`config.mk`:
```
export PLATFORM = sky130hd
export DESIGN_NAME = mem_arbiter
export DESIGN_NICKNAME = d
export VERILOG_FILES = /design/src/rtl/mem_arbiter.sv
export SDC_FILE = /design/constraint.sdc
export NUM_CORES = 1
export LEC_CHECK = 0
export ABC_AREA = 1
export ABC_CLOCK_PERIOD_IN_PS = 1500
export BUFFER_PORTS_ARGS = -buffer_cell sky130_fd_sc_hd__buf_2
export CAP_MARGIN = 5
export CORE_ASPECT_RATIO = 1.5
export CORE_UTILIZATION = 43
export DETAILED_ROUTE_END_ITERATION = 8
export GPL_TIMING_DRIVEN = 0
export PLACE_DENSITY_LB_ADDON = 0.05
export RECOVER_POWER = 100
export SLEW_MARGIN = 40
export SYNTH_ARGS = -nofsm -noshare
export SYNTH_HDL_FRONTEND = slang
export SYNTH_SLANG_ARGS = --single-unit
```
`constraint.sdc`:
```
create_clock -name clk -period 1.5 [get_ports clk]
set_clock_uncertainty 0.2 [all_clocks]
set_input_delay 0.225 -clock clk [delete_from_list [all_inputs] [get_ports clk]]
set_output_delay 0.225 -clock clk [all_outputs]
set_load 0.02 [all_outputs]
```
`src/rtl/mem_arbiter.sv`:
```
// Shares one bus between instruction fetch and data access. Data wins contention.
// Ports: if_* fetch side, dm_* data side, bus_* shared bus, flush_i, stallreq_o.
module mem_arbiter #(
  parameter int TIMEOUT = 255
) (
  input  logic        clk,
  input  logic        rst,
  input  logic        if_ce_i,
  input  logic [31:0] if_addr_i,
  output logic [31:0] if_data_o,
  output logic        if_ready_o,
  input  logic        dm_ce_i,
  input  logic        dm_we_i,
  input  logic [3:0]  dm_sel_i,
  input  logic [31:0] dm_addr_i,
  input  logic [31:0] dm_wdata_i,
  output logic [31:0] dm_rdata_o,
  output logic        dm_ready_o,
  input  logic        flush_i,
  output logic        bus_cyc_o,
  output logic        bus_we_o,
  output logic [3:0]  bus_sel_o,
  output logic [31:0] bus_addr_o,
  output logic [31:0] bus_wdata_o,
  input  logic [31:0] bus_rdata_i,
  input  logic        bus_ack_i,
  output logic        stallreq_o,
  output logic        bus_err_o
);

  typedef enum logic [1:0] {
    IDLE,
    DATA,
    INST,
    RESP
  } state_t;

  localparam logic [7:0] LAST = 8'(TIMEOUT - 1);

  state_t     state;
  logic [7:0] cnt;
  logic       discard;
  logic       drop;

  // A flush arriving in the ack cycle itself must still suppress delivery.
  assign drop = discard | flush_i;

  assign stallreq_o = (dm_ce_i & ~dm_ready_o)
                    | (if_ce_i & ~if_ready_o);

  always_ff @(posedge clk) begin
    if (!rst) begin
      state       <= IDLE;
      cnt         <= '0;
      discard     <= 1'b0;
      bus_cyc_o   <= 1'b0;
      bus_we_o    <= 1'b0;
      bus_sel_o   <= '0;
      bus_addr_o  <= '0;
      bus_wdata_o <= '0;
      if_data_o   <= '0;
      if_ready_o  <= 1'b0;
      dm_rdata_o  <= '0;
      dm_ready_o  <= 1'b0;
      bus_err_o   <= 1'b0;
    end else begin
      unique case (state)
        IDLE: begin
          if (dm_ce_i) begin
            state       <= DATA;
            cnt         <= '0;
            bus_cyc_o   <= 1'b1;
            bus_we_o    <= dm_we_i;
            bus_sel_o   <= dm_sel_i;
            bus_addr_o  <= dm_addr_i;
            bus_wdata_o <= dm_wdata_i;
          end else if (if_ce_i) begin
            state       <= INST;
            cnt         <= '0;
            bus_cyc_o   <= 1'b1;
            bus_we_o    <= 1'b0;
            bus_sel_o   <= 4'b1111;
            bus_addr_o  <= if_addr_i;
            bus_wdata_o <= '0;
          end
        end
        DATA: begin
          if (bus_ack_i) begin
            state      <= RESP;
            bus_cyc_o  <= 1'b0;
            dm_ready_o <= 1'b1;
            if (!bus_we_o) begin
              dm_rdata_o <= bus_rdata_i;
            end
          end else if (cnt == LAST) begin
            state      <= RESP;
            bus_cyc_o  <= 1'b0;
            bus_err_o  <= 1'b1;
            dm_ready_o <= 1'b1;
            dm_rdata_o <= '0;
          end else begin
            cnt <= cnt + 8'd1;
          end
        end
        INST: begin
          if (flush_i) begin
            discard <= 1'b1;
          end
          if (bus_ack_i) begin
            state     <= RESP;
            bus_cyc_o <= 1'b0;
            if (!drop) begin
              if_data_o  <= bus_rdata_i;
              if_ready_o <= 1'b1;
            end
          end else if (cnt == LAST) begin
            state     <= RESP;
            bus_cyc_o <= 1'b0;
            bus_err_o <= 1'b1;
            if (!drop) begin
              if_data_o  <= '0;
              if_ready_o <= 1'b1;
            end
          end else begin
            cnt <= cnt + 8'd1;
          end
        end
        RESP: begin
          // One quiet cycle so the requester can move on before re-arbitration.
          state      <= IDLE;
          discard    <= 1'b0;
          if_ready_o <= 1'b0;
          dm_ready_o <= 1'b0;
          bus_err_o  <= 1'b0;
        end
      endcase
    end
  end

endmodule

```
# After elaboration in Yosys (flattened, before gate mapping)
# Cells that the tools add are included.
word_totals:
  output_inout_bits: 138
  inputBits: 139
  reg_bits: 148
op_classes:
  n_mux: 41
  reduce_logical: 18
  bitwise_logic: 7
  n_eq_ne: 13
  add_sub_neg: 1
op_table:
  columns: ["op", "count"]
  rows:
  - ["$mux 32", 11]
  - ["$mux 8", 4]
  - ["$pmux 8 s2", 1]
  - ["$mux 1", 13]
  - ["$reduce_and 3->1", 4]
  - ["$reduce_bool 2->1", 6]
  - ["$pmux 1 s2", 5]
  - ["$reduce_and 2->1", 5]
  - ["$ne 3x3->1 const B", 3]
  - ["$add 8x1->8 const B", 1]
  - ["$eq 8x8->1 const B", 1]
  - ["$mux 2", 4]
  - ["$mux 4", 2]
  - ["$ne 2x2->1 const B", 4]
  - ["$pmux 2 s3", 1]
  - ["$eq 2x2->1 const B", 2]
  - ["$reduce_and 4->1", 1]
  - ["$ne 3x1->1 const B", 1]
  - ["$not 1->1", 3]
  - ["$and 1x1->1", 2]
  - ["$eq 2x1->1 const B", 1]
  - ["$logic_not 2->1", 1]
  - ["$ne 2x1->1 const B", 1]
  - ["$or 1x1->1", 2]
  - ["$reduce_or 2->1", 1]

# Longest topological paths before layout
logic_depth:
  word_depth: 5
  ltp_mapped: 11
  ltp_nobuf: 10

# Least setup slack after synthesis
# OpenSTA, ideal clock, no wires.
synth_timing:
  path_kind: "register to register"
  from: "register state[1]"
  to: "register dm_rdata_o[12]"
  setup_slack_ns: -0.136
  stages_incl_launch_ff: 8
  path_buffers: 2
  arrival_ns: 1.321
  setup_time_ns: 0.115
  cell_sequence: "dfxtp_1 inv_1 ha_1 clkbuf_1 clkbuf_1 nand3_1 nand2_1 nor2_1"
synth_between:
  elab_chain_len: 2
synth_lines:
  columns: ["element", "line_no", "source"]
  rows:
  - ["start: declaration", "40", "state_t state;"]
  - ["start signal: assignment", "53", "state <= IDLE;"]
  - ["start signal: assignment", "70", "state <= DATA;"]
  - ["start signal: assignment", "78", "state <= INST;"]
  - ["$eq 2x1->1", "67", "unique case (state)"]
  - ["$reduce_and 3->1 (no source line)", null, null]
  - ["end signal: assignment", "93", "dm_rdata_o <= bus_rdata_i;"]
  - ["end: declaration", "17", "output logic [31:0] dm_rdata_o,"]
# No other way between the ends.
# A chain may end at the register's enable or synchronous reset.

==> qor.csv <==
stage,metric,value,unit
sta,Setup-failing EPs final,143,
synthesis,synth unique cells,30,
floorplan,Die Area,0.0150,mm^2
grt,largest net degree at the start of global routing,17,
synthesis,ys async rst share,0,%
clock_network,Clock Latency Late Sink,430,ps
detailed_routing,DR iter-0 viols,478,
synthesis,Ys Warns,0,
detailed_routing,DRC Markers,0,
sta,fin crit period,1720,ps
synthesis,sequential cell area fraction in the yosys report,47.6,%
sta,final hold viol count,0,
detailed_routing,drt first pass iters,5,
clock_network,clock-pin slew on the worst setup and hold paths,70,ps
sta,Worst-Margin Slew,844,ps
synthesis,post-synthesis net count,1002,
placement,Port Buffers,274,
worst_hold_path,Worst Hold Class,input pin to flop,
layout,Final Util,84.7,%
layout,final instance area,0.0119,mm^2
synthesis,Post-Syn Area,0.00622,mm^2
sta,Max Fclk,0.582,GHz
detailed_routing,vias,8309,
pwr,Cell Pwr Density,1690,mW/mm^2
critical_path,Worst Setup End Kind,flop,
pwr,Final Total Pwr,20.1,mW
grt,vias in the first global route,8019,
sta,RSZ-0062 raised after global routing,yes,
critical_path,Worst R2R Path Depth,7,
layout,Layout Nets,1478,
run_status,status,finished with violations,
sta,Worst slew margin,43.8,%
job,# Max-Cap Violations,0,
detailed_routing,"wirelength, routed",29300,um
sta,Final period util,114,%
placement,dpl cell area,0.00792,mm^2
clock_network,CTS Buf Count,17,
critical_path,crit path DAT,1880,ps
grt,grt ovf,0,
clock_network,H-tree depth,4,
layout,share of cells above drive strength 1,46.1,%
critical_path,Worst Setup Path Type,input pin to flop,
detailed_routing,antenna-violating nets left,0,
grt,GRT Total Usage,33.1,%
clock_network,Root Driver,clkbuf_16,
detailed_routing,Via-to-Cell Ratio,5.40,
synthesis,"FF+latch count, synth",148,
synthesis,Syn Area/Cell,7.27,um^2
critical_path,Worst Path Max Fanout,10,
floorplan,Die Ht,149,um
pwr,P_leak,5.41,nW
layout,Layout area overhead,91.4,%
floorplan,site row count,53,
placement,Placer Congestion,0.831,
critical_path,critical path required time,1660,ps
synthesis,ys flop type,dfxtp_1,
floorplan,Initial Util,44.3,%
clock_network,Max Buffers Root-to-Sink,2,
sta,Worst Slack Setup Final,-217,ps
pwr,Worst VDD drop,0.00100,V
detailed_routing,routed len/inst,19.1,um
grt,antenna violations before repair,2,
synthesis,cells after synthesis,856,
floorplan,core box area,0.0141,mm^2
grt,first-pass GRT wire length,38400,um
floorplan,die width,100,um
floorplan,I/O pin cnt,277,
critical_path,crit path launch type,input pin,
synthesis,Post-synth EDFFs,0,
placement,DP Wirelength,15100,um
clock_network,total clock sinks,148,
worst_hold_path,hold path cells,4,
sta,Slew Limit Fails,0,
run_status,failing checks,negative setup slack,
clock_network,CTS tree,yes,
registers in the layout (all words and copies together), names as in the netlist:
signal       flops
bus_err_o        1
bus_sel_o        4
discard          1
dm_ready_o       1
state            2
if_ready_o       1
dm_rdata_o      32
if_data_o       32
bus_addr_o      32
cnt              8
bus_cyc_o        1
bus_we_o         1
bus_wdata_o     32
layout make-up:
class,count,area [um^2]
multi-input combinational,603,4000
timing repair buffer,458,3370
sequential,148,2980
fill,787,2150
buffer,57,534
clock buffer,18,439
tap,192,240
inverter,46,198
clock inverter,14,143
timing repair inverter,1,6.26
antenna,2,5.00
where the power goes:
part           internal, mW  switching, mW
Clock                  2.38           1.93
Sequential             4.84          0.758
Combinational          4.50           5.72
placed cells by master, fill, tap and decap left out, types with 41 or more instances in the layout:
master and instances:
nand2_1 203, nand3_1 43, buf_2 150, dlygate4sd3_1 137, dfxtp_1 142, clkbuf_2 110, nor2_1 58, nand2_2 44
nand2_4 41, a21oi_2 72
worst max-delay path: stages:
cell and delay, ps:
clkbuf_1 290, clkbuf_1 680, buf_2 420, nand2_1 120, nor2_1 130
timing repair:
item | CTS | global route
gates cloned | 13 | 6
endpoints found under the hold margin | 132 | 0
pin swaps | 29 | 41
resized for setup | 206 | 230
endpoints found under the setup margin | 143 | 147
setup buffers | 26 | 6
hold buffers | 137 | 0
Yosys cell counts (2+ instances only):
| cell | instances | area, um^2 |
|---|---|---|
| o21ai_0 | 37 | 185 |
| nand2_2 | 2 | 12.5 |
| nand3_1 | 50 | 250 |
| clkbuf_1 | 26 | 97.6 |
| nand2_1 | 287 | 1080 |
| nand4_1 | 4 | 25.0 |
| dfxtp_1 | 148 | 2960 |
| nor2_1 | 65 | 244 |
| nor2_4 | 2 | 22.5 |
| ha_1 | 7 | 87.6 |
| o221a_2 | 4 | 45.0 |
| inv_2 | 4 | 15.0 |
| nand3_2 | 4 | 40.0 |
| a31oi_1 | 32 | 200 |
| a21oi_1 | 99 | 495 |
| buf_2 | 24 | 120 |
| buf_1 | 2 | 7.51 |
| nand2_4 | 3 | 33.8 |
| buf_6 | 5 | 56.3 |
| inv_1 | 41 | 154 |
stage by stage:
stage	worst slack [ps]	setup TNS, ps	hold slack (ps)	cells
after detailed placement	-296	-32420	247	1322
after global placement	-278	-31060	243	1322
after CTS	-164	-9240	4.82	1529
final	-217	-18020	3.71	1539
after global routing	-240	-25560	43.8	1538
after floorplan	-17.7	-465	172	856
layer usage:
metal | GRT usage, % | wire length, um | vias up
met1 | 32.8 | 10000 | 3893
met2 | 60.9 | 15200 | 504
met5 | 0 | 0 | -
met4 | 19.9 | 1930 | 0
met3 | 8.58 | 2170 | 162
li1 | - | - | 3750
kinds of logic after synthesis:
logic type	after synthesis	synth area share, %
compound gates	176	15.6
simple gates	420	27.9
fa+ha+maj	7	1.41
flops	148	47.6
buf+inv	105	7.50
final timing paths:
kind	from	slack [ps]	endpoint
worst max-delay path	rst	-220	dm_rdata_o[6]
worst min-delay path	flush_i	4	discard
worst max register to register	state[1]	-200	bus_addr_o[12]
worst min register to register	if_data_o[3]	260	if_data_o[3]
(Power assumes the default switching activity.)
